## src/rtl/led_fader_if.sv

```systemverilog
// Pin-side bundle of the LED fader: pattern request and blink level in, PWM pins and ramp status out.
// dbg_state carries the per-channel DARK/RISING/LIT/FALLING code, 2 bits per channel.
interface led_fader_if;
    logic [5:0]  led_req;
    logic        blink_in;
    logic [5:0]  leds;
    logic        blink;
    logic [5:0]  fading;
    logic [11:0] dbg_state;

    modport master (
        output led_req, blink_in,
        input  leds, blink, fading, dbg_state
    );

    modport slave (
        input  led_req, blink_in,
        output leds, blink, fading, dbg_state
    );
endinterface

```

## src/rtl/led_fader.sv

```systemverilog
// LED output stage: per-channel brightness ramps applied only at PWM frame boundaries, 8-bit PWM pins.
// Define LED_FADER_GAMMA_EN for squared (perceptual) duty with one extra registered stage.
module led_fader #(
    parameter int PRESCALE = 1953,
    parameter int STEP     = 4
) (
    input  logic       clk50,
    input  logic       rst_n,
    led_fader_if.slave bus
);
    typedef enum logic [1:0] {
        ST_DARK    = 2'd0,
        ST_RISING  = 2'd1,
        ST_LIT     = 2'd2,
        ST_FALLING = 2'd3
    } ch_state_e;

    localparam logic [15:0] PRESCALE_LAST = 16'(PRESCALE - 1);
    localparam logic [7:0]  STEP8         = 8'(STEP);

    logic [15:0]     r_presc;
    logic [7:0]      r_pwm;
    logic [5:0][7:0] r_bright;

    logic            w_tick;
    logic            w_frame;
    logic [5:0][7:0] w_bright_nxt;
    logic [5:0][7:0] w_duty;
    logic [7:0]      w_pwm;
    logic [5:0]      w_led;
    logic [5:0]      w_fading;
    logic [5:0][1:0] w_state;

    assign w_tick  = (r_presc == PRESCALE_LAST);
    assign w_frame = w_tick && (r_pwm == 8'hFF);

    for (genvar g = 0; g < 6; g++) begin : g_ch
        logic [8:0]        w_up;
        logic signed [8:0] w_dn;

        // Sign bit of w_dn flags an underflow below dark.
        assign w_up = {1'b0, r_bright[g]} + {1'b0, STEP8};
        assign w_dn = $signed({1'b0, r_bright[g]}) - $signed({1'b0, STEP8});

        assign w_bright_nxt[g] = bus.led_req[g] ? (w_up[8] ? 8'hFF : w_up[7:0])
                                                : (w_dn[8] ? 8'h00 : w_dn[7:0]);

        assign w_fading[g] = bus.led_req[g] ? (r_bright[g] != 8'hFF) : (r_bright[g] != 8'h00);

        assign w_state[g] = bus.led_req[g]
                          ? ((r_bright[g] == 8'hFF) ? ST_LIT  : ST_RISING)
                          : ((r_bright[g] == 8'h00) ? ST_DARK : ST_FALLING);

        assign w_led[g] = (w_duty[g] == 8'hFF) || (w_pwm < w_duty[g]);
    end

`ifdef LED_FADER_GAMMA_EN
    logic [5:0][7:0] r_duty;
    logic [7:0]      r_pwm_d;
    logic [5:0][7:0] w_gamma;

    for (genvar g = 0; g < 6; g++) begin : g_gamma
        assign w_gamma[g] = (r_bright[g] == 8'hFF) ? 8'hFF
                          : 8'(({8'h00, r_bright[g]} * {8'h00, r_bright[g]}) >> 8);
    end

    // pwm_cnt is delayed alongside duty so the PWM pattern stays aligned to the frame.
    always_ff @(posedge clk50) begin
        if (!rst_n) begin
            r_duty  <= '0;
            r_pwm_d <= '0;
        end else begin
            r_duty  <= w_gamma;
            r_pwm_d <= r_pwm;
        end
    end

    assign w_duty = r_duty;
    assign w_pwm  = r_pwm_d;
`else
    assign w_duty = r_bright;
    assign w_pwm  = r_pwm;
`endif

    always_ff @(posedge clk50) begin
        if (!rst_n) begin
            r_presc       <= '0;
            r_pwm         <= '0;
            r_bright      <= '0;
            bus.leds      <= '0;
            bus.blink     <= 1'b0;
            bus.fading    <= '0;
            bus.dbg_state <= '0;
        end else begin
            r_presc <= w_tick ? 16'd0 : r_presc + 16'd1;
            if (w_tick) begin
                r_pwm <= r_pwm + 8'd1;
            end
            if (w_frame) begin
                r_bright  <= w_bright_nxt;
                bus.blink <= bus.blink_in;
            end
            bus.leds      <= w_led;
            bus.fading    <= w_fading;
            bus.dbg_state <= w_state;
        end
    end
endmodule

```

## src/flat_wrapper.sv

```systemverilog
// flat-port wrapper written by rule: the top's interface ports become plain ports
module led_fader_flat 
#(
    parameter int PRESCALE = 1953,
    parameter int STEP     = 4
)
  (clk50, rst_n, bus_led_req, bus_blink_in, bus_leds, bus_blink, bus_fading, bus_dbg_state);
  led_fader_if bus_i ();
  input  logic clk50;
  input  logic rst_n;
  input wire logic [$bits(bus_i.led_req)-1:0] bus_led_req;
  input wire logic [$bits(bus_i.blink_in)-1:0] bus_blink_in;
  output wire logic [$bits(bus_i.leds)-1:0] bus_leds;
  output wire logic [$bits(bus_i.blink)-1:0] bus_blink;
  output wire logic [$bits(bus_i.fading)-1:0] bus_fading;
  output wire logic [$bits(bus_i.dbg_state)-1:0] bus_dbg_state;
  assign bus_i.led_req = bus_led_req;
  assign bus_i.blink_in = bus_blink_in;
  assign bus_leds = bus_i.leds;
  assign bus_blink = bus_i.blink;
  assign bus_fading = bus_i.fading;
  assign bus_dbg_state = bus_i.dbg_state;
  led_fader #(.PRESCALE(PRESCALE), .STEP(STEP)) u_core (.clk50(clk50), .rst_n(rst_n), .bus(bus_i));
endmodule
```

## config.mk

```make
export PLATFORM = sky130hd
export DESIGN_NAME = led_fader_flat
export DESIGN_NICKNAME = d
export VERILOG_FILES = /design/src/rtl/led_fader_if.sv /design/src/rtl/led_fader.sv /design/src/flat_wrapper.sv
export SDC_FILE = /design/constraint.sdc
export NUM_CORES = 1
export LEC_CHECK = 0
export ABC_AREA = 1
export BUFFER_PORTS_ARGS = -buffer_cell sky130_fd_sc_hd__buf_4
export CORE_MARGIN = 1
export CORE_UTILIZATION = 35
export DETAILED_ROUTE_END_ITERATION = 8
export PLACE_DENSITY = 0.63
export SETUP_SLACK_MARGIN = 0.3
export SLEW_MARGIN = 20
export SYNTH_ARGS = -nofsm -noshare
export SYNTH_HDL_FRONTEND = slang
export SYNTH_SLANG_ARGS = --single-unit
```

## constraint.sdc

```tcl
create_clock -name clk50 -period 1.8 [get_ports clk50]
set_clock_uncertainty 0.15 [all_clocks]
set_input_delay 0 -clock clk50 [delete_from_list [all_inputs] [get_ports clk50]]
set_output_delay 0 -clock clk50 [all_outputs]
set_load 0.05 [all_outputs]
```

==> impl_metrics.prom <==
# TYPE chip_impl_metric gauge
chip_impl_metric{name="gpl.final_weighted_congestion",unit=""} 0.8624
chip_impl_info{name="postSynth.topFlopCell",value="dfxtp_1"} 1
chip_impl_metric{name="finalMaxSlewViolations",unit=""} 0
chip_impl_info{name="startpoint_of_the_tightest_hold_check_path",value="u_core.r_presc[0]"} 1
chip_impl_metric{name="critical_path_required",unit="ns"} 1.89
chip_impl_metric{name="min_path_cells",unit=""} 1
chip_impl_metric{name="wl_per_cell",unit="um"} 13.41
chip_impl_metric{name="finalWorstSetupSlack",unit="ns"} 0.07681
chip_impl_metric{name="regArea",unit="um2"} 1822
chip_impl_metric{name="finalHoldViolCount",unit=""} 0
chip_impl_metric{name="setup_viol_count_final",unit=""} 0
chip_impl_metric{name="floorplan.die_area",unit="um2"} 18050
chip_impl_info{name="cts-root-buf",value="clkbuf_16"} 1
chip_impl_info{name="kind_of_end_point_of_the_critical_path",value="flop"} 1
chip_impl_metric{name="fill_cells",unit=""} 1704
chip_impl_metric{name="timing_worst_slew_pin_value",unit="ns"} 0.3886
chip_impl_metric{name="clkTransAtPathRegs",unit="ns"} 0.06
chip_impl_metric{name="setup_total_negative_slack",unit="ns"} 0
chip_impl_metric{name="multi_input_comb_area",unit="um2"} 4638
chip_impl_metric{name="die-height",unit="um"} 134.4
chip_impl_metric{name="clkSinkCount",unit=""} 85
chip_impl_metric{name="antenna_found_initial",unit=""} 0
chip_impl_metric{name="worst_setup_slack_after_placement",unit="ns"} 0.02507
chip_impl_info{name="cp_max_stage_cell",value="dfxtp_4"} 1
chip_impl_info{name="run_status",value="finished, violations left"} 1
chip_impl_metric{name="syn_nets",unit=""} 1018
chip_impl_metric{name="post-route-min-period",unit="ns"} 1.723
chip_impl_metric{name="synth_edf_count",unit=""} 0
chip_impl_info{name="path_cells",value="inv_4 > ha_4 > nand3_2 > nor2_4 > nand3_4 > buf_12 > buf_16 > nand2_1 > a21oi_1"} 1
chip_impl_metric{name="crit_path_arrival_time",unit="ns"} 1.81
chip_impl_metric{name="final_core_util",unit=""} 0.4931
chip_impl_info{name="hold_path.class",value="reg2reg"} 1
chip_impl_info{name="crit-reg2reg-launch",value="u_core.r_presc[0]"} 1
chip_impl_metric{name="layout-drive-gt1-share",unit=""} 0.3193
chip_impl_metric{name="rr_worst_depth",unit=""} 9
chip_impl_metric{name="grt_first_pass_wirelength",unit="mm"} 27.79
chip_impl_metric{name="htree_num_levels",unit=""} 3
chip_impl_metric{name="numPortBuffers",unit=""} 33
chip_impl_metric{name="ys_seq_area_frac",unit=""} 0.2775
chip_impl_metric{name="grt_usage",unit=""} 0.1918
chip_impl_metric{name="flow.area_growth_from_synthesis",unit="%"} 38.11
chip_impl_metric{name="hpwlAfterDp",unit="mm"} 11.25
chip_impl_metric{name="flip_flop_and_latch_count_after_synthesis",unit=""} 85
chip_impl_metric{name="coreArea",unit="um2"} 17180
chip_impl_metric{name="initial_core_util",unit=""} 0.3570
chip_impl_metric{name="cts.path.max_buffers",unit=""} 2
chip_impl_metric{name="synth.yosys.warnings",unit=""} 0
chip_impl_metric{name="post-layout-total-power",unit="mW"} 3.936
chip_impl_metric{name="power-per-cell-area",unit="nW/um2"} 464.8
chip_impl_metric{name="routed_via_density",unit=""} 5.002
chip_impl_metric{name="cp_max_fo",unit=""} 17
chip_impl_metric{name="routed_wirelength",unit="mm"} 17.01
chip_impl_info{name="worst-setup-path-type",value="reg2reg"} 1
chip_impl_metric{name="pin_count",unit=""} 34
chip_impl_metric{name="final_nets",unit=""} 1110
chip_impl_metric{name="antennaDiodeCount",unit=""} 0
chip_impl_metric{name="period_share",unit=""} 0.9573
chip_impl_metric{name="ffs_w_async_s_r_synth",unit=""} 0
chip_impl_metric{name="first_global_vias",unit=""} 5813
chip_impl_metric{name="grt.overflow.total",unit=""} 0
chip_impl_metric{name="critPathMaxStageDelay",unit="ns"} 0.36
chip_impl_metric{name="detail_route.drc_violations",unit=""} 1
chip_impl_metric{name="reg2reg_slack",unit="ns"} 0.08
chip_impl_info{name="tritoncts",value="built"} 1
chip_impl_metric{name="insertion_delay",unit="ns"} 0.36
chip_impl_metric{name="post_synth.cell_area_avg",unit="um2"} 6.482
chip_impl_metric{name="p_leak",unit="nW"} 3.733
chip_impl_metric{name="drt_initial_violations",unit=""} 287
chip_impl_info{name="grt_setup_unrepaired",value="yes"} 1
chip_impl_metric{name="ir_worst_vdd",unit="mV"} 0.4944
chip_impl_metric{name="syn-instance-count",unit=""} 946
chip_impl_metric{name="count_of_antenna_violating_nets_left_after_detailed_routing",unit=""} 0
chip_impl_metric{name="row_count",unit=""} 48
chip_impl_metric{name="yosysUniqueCellTypes",unit=""} 32
chip_impl_metric{name="cp.buffers_inverters",unit=""} 3
chip_impl_info{name="timing.critical_path.max_delay_family",value="simple AND/OR/NAND/NOR gates"} 1
chip_impl_metric{name="die_w",unit="um"} 134.4
chip_impl_metric{name="routed-via-count",unit=""} 6343
chip_impl_metric{name="slew_headroom",unit=""} 0.7406
chip_impl_metric{name="grt_start_max_net_pins",unit=""} 21
chip_impl_info{name="timing.critical_path.from_type",value="flop"} 1
chip_impl_info{name="hold-path-endpoint",value="u_core.r_presc[0]"} 1
chip_impl_info{name="rr_endpoint",value="u_core.r_bright[29]"} 1
chip_impl_info{name="failed_checks",value="DRC"} 1
chip_impl_metric{name="tritoncts.num_buffers",unit=""} 9
chip_impl_metric{name="detailedRoute.firstPassIterationCount",unit=""} 7
chip_impl_metric{name="max_capacitance_violation_count",unit=""} 0
chip_impl_metric{name="synthesis.area",unit="um2"} 6132
chip_impl_metric{name="fmax",unit="MHz"} 580.3
## power breakdown
part	internal (mW)	total (mW)	switching, mW
Combinational	0.0987	0.291	0.192
Sequential	1.87	1.88	0.0116
Clock	0.940	1.77	0.827
## state kept, by name, summed over array words and instances, names as in the netlist
signal and cells:
u_core.r_bright 42, u_core.bus.blink 1, u_core.r_presc 16, u_core.bus.leds 6, u_core.r_pwm 8, u_core.bus.dbg_state 12
## cell type report
cell class                 count  area share
timing repair buffer         115      0.1270
clock buffer                  11     0.02748
clock inverter                 5    0.004137
inverter                      99     0.04535
sequential                    85      0.2151
tap                          225     0.03324
multi-input combinational    728      0.5476
## layout by cell type, fill, tap and decap left out, drive strengths merged, types with 4 or more instances in the layout
cell type    instances
nand2              260
buf                106
nor2               102
inv                101
dfxtp               85
nand3               75
a21oi               75
ha                  63
o21ai               60
nand4               23
xor2                21
clkbuf              12
nor3                12
dlygate4sd3          8
a31oi                6
a211oi               6
o22ai                5
xnor2                5
nor3b                4
o211ai               4
or2                  4
## logic make-up (layout without fill, tap and decap cells)
group,Yosys count,count (layout),share of synthesized area
XOR/XNOR,26,26,0.03714
buffers and inverters,133,230,0.08998
adder cells (fa/ha/maj),63,63,0.1285
AND/OR/NAND/NOR,481,481,0.3307
flip-flops,85,85,0.2775
AO/OA/AOI/OAI,158,158,0.1361
## Yosys cell counts, types with 5 or more instances
| cell | instances | area share |
|---|---|---|
| a21oi_1 | 75 | 0.061 |
| ha_1 | 63 | 0.13 |
| buf_2 | 9 | 0.0073 |
| nor3_1 | 11 | 0.0090 |
| nand4_1 | 22 | 0.022 |
| a31oi_1 | 6 | 0.0061 |
| o21ai_0 | 59 | 0.048 |
| nand2_1 | 259 | 0.16 |
| inv_1 | 95 | 0.058 |
| nand3_1 | 74 | 0.060 |
| buf_4 | 9 | 0.011 |
| a211oi_1 | 6 | 0.0073 |
| o22ai_1 | 5 | 0.0051 |
| nor2_1 | 100 | 0.061 |
| clkbuf_1 | 15 | 0.0092 |
| xor2_1 | 21 | 0.030 |
| dfxtp_1 | 85 | 0.28 |
| xnor2_1 | 5 | 0.0071 |
## worst max-delay path by stage
| stage | start | endpoint | slack [ns] | depth (start not counted) |
|---|---|---|---|---|
| final | u_core.r_presc[0] | u_core.r_bright[29] | 0.08 | 9 |
| after global routing | u_core.r_presc[7] | u_core.r_bright[19] | 0.02 | 9 |
| after CTS | u_core.r_bright[29] | u_core.bus.leds[3] | 0.14 | 7 |
| after detailed placement | u_core.r_presc[0] | u_core.r_bright[16] | 0.03 | 8 |
| after global placement | u_core.r_bright[29] | u_core.bus.leds[3] | 0.03 | 7 |
| after floorplan | u_core.r_pwm[1] | u_core.r_bright[8] | 0.23 | 10 |
## per-stage QoR
stage | instance area (um2) | hold WS (ns) | std cells
6_report | 8469 | 0.2925 | 1268
5_1_grt | 8469 | 0.3069 | 1268
4_1_cts | 7851 | 0.2946 | 1257
3_5_place_dp | 6939 | 0.1200 | 1220
3_3_place_gp | 6939 | 0.1045 | 1220
2_1_floorplan | 6208 | -0.007199 | 946
## timing repair
item                       in CTS  in global routing
buffers inserted                9                 10
resized for setup             135                131
setup endpoints to repair      78                 82
hold endpoints to repair       52                  0
gates cloned                    4                  1
pin swaps                      33                 44
hold buffers                    8                  0
## layer usage
layer	global-route usage	vias up	share of wire	wire length, um
li1	-	3305	-	-
met1	0.2430	2936	0.46	7850
met2	0.3302	76	0.49	8365
met3	0.02268	26	0.025	421
met4	0.07615	0	0.022	368
met5	0	-	0	0
Note: power is estimated with default switching activity, not from simulation.
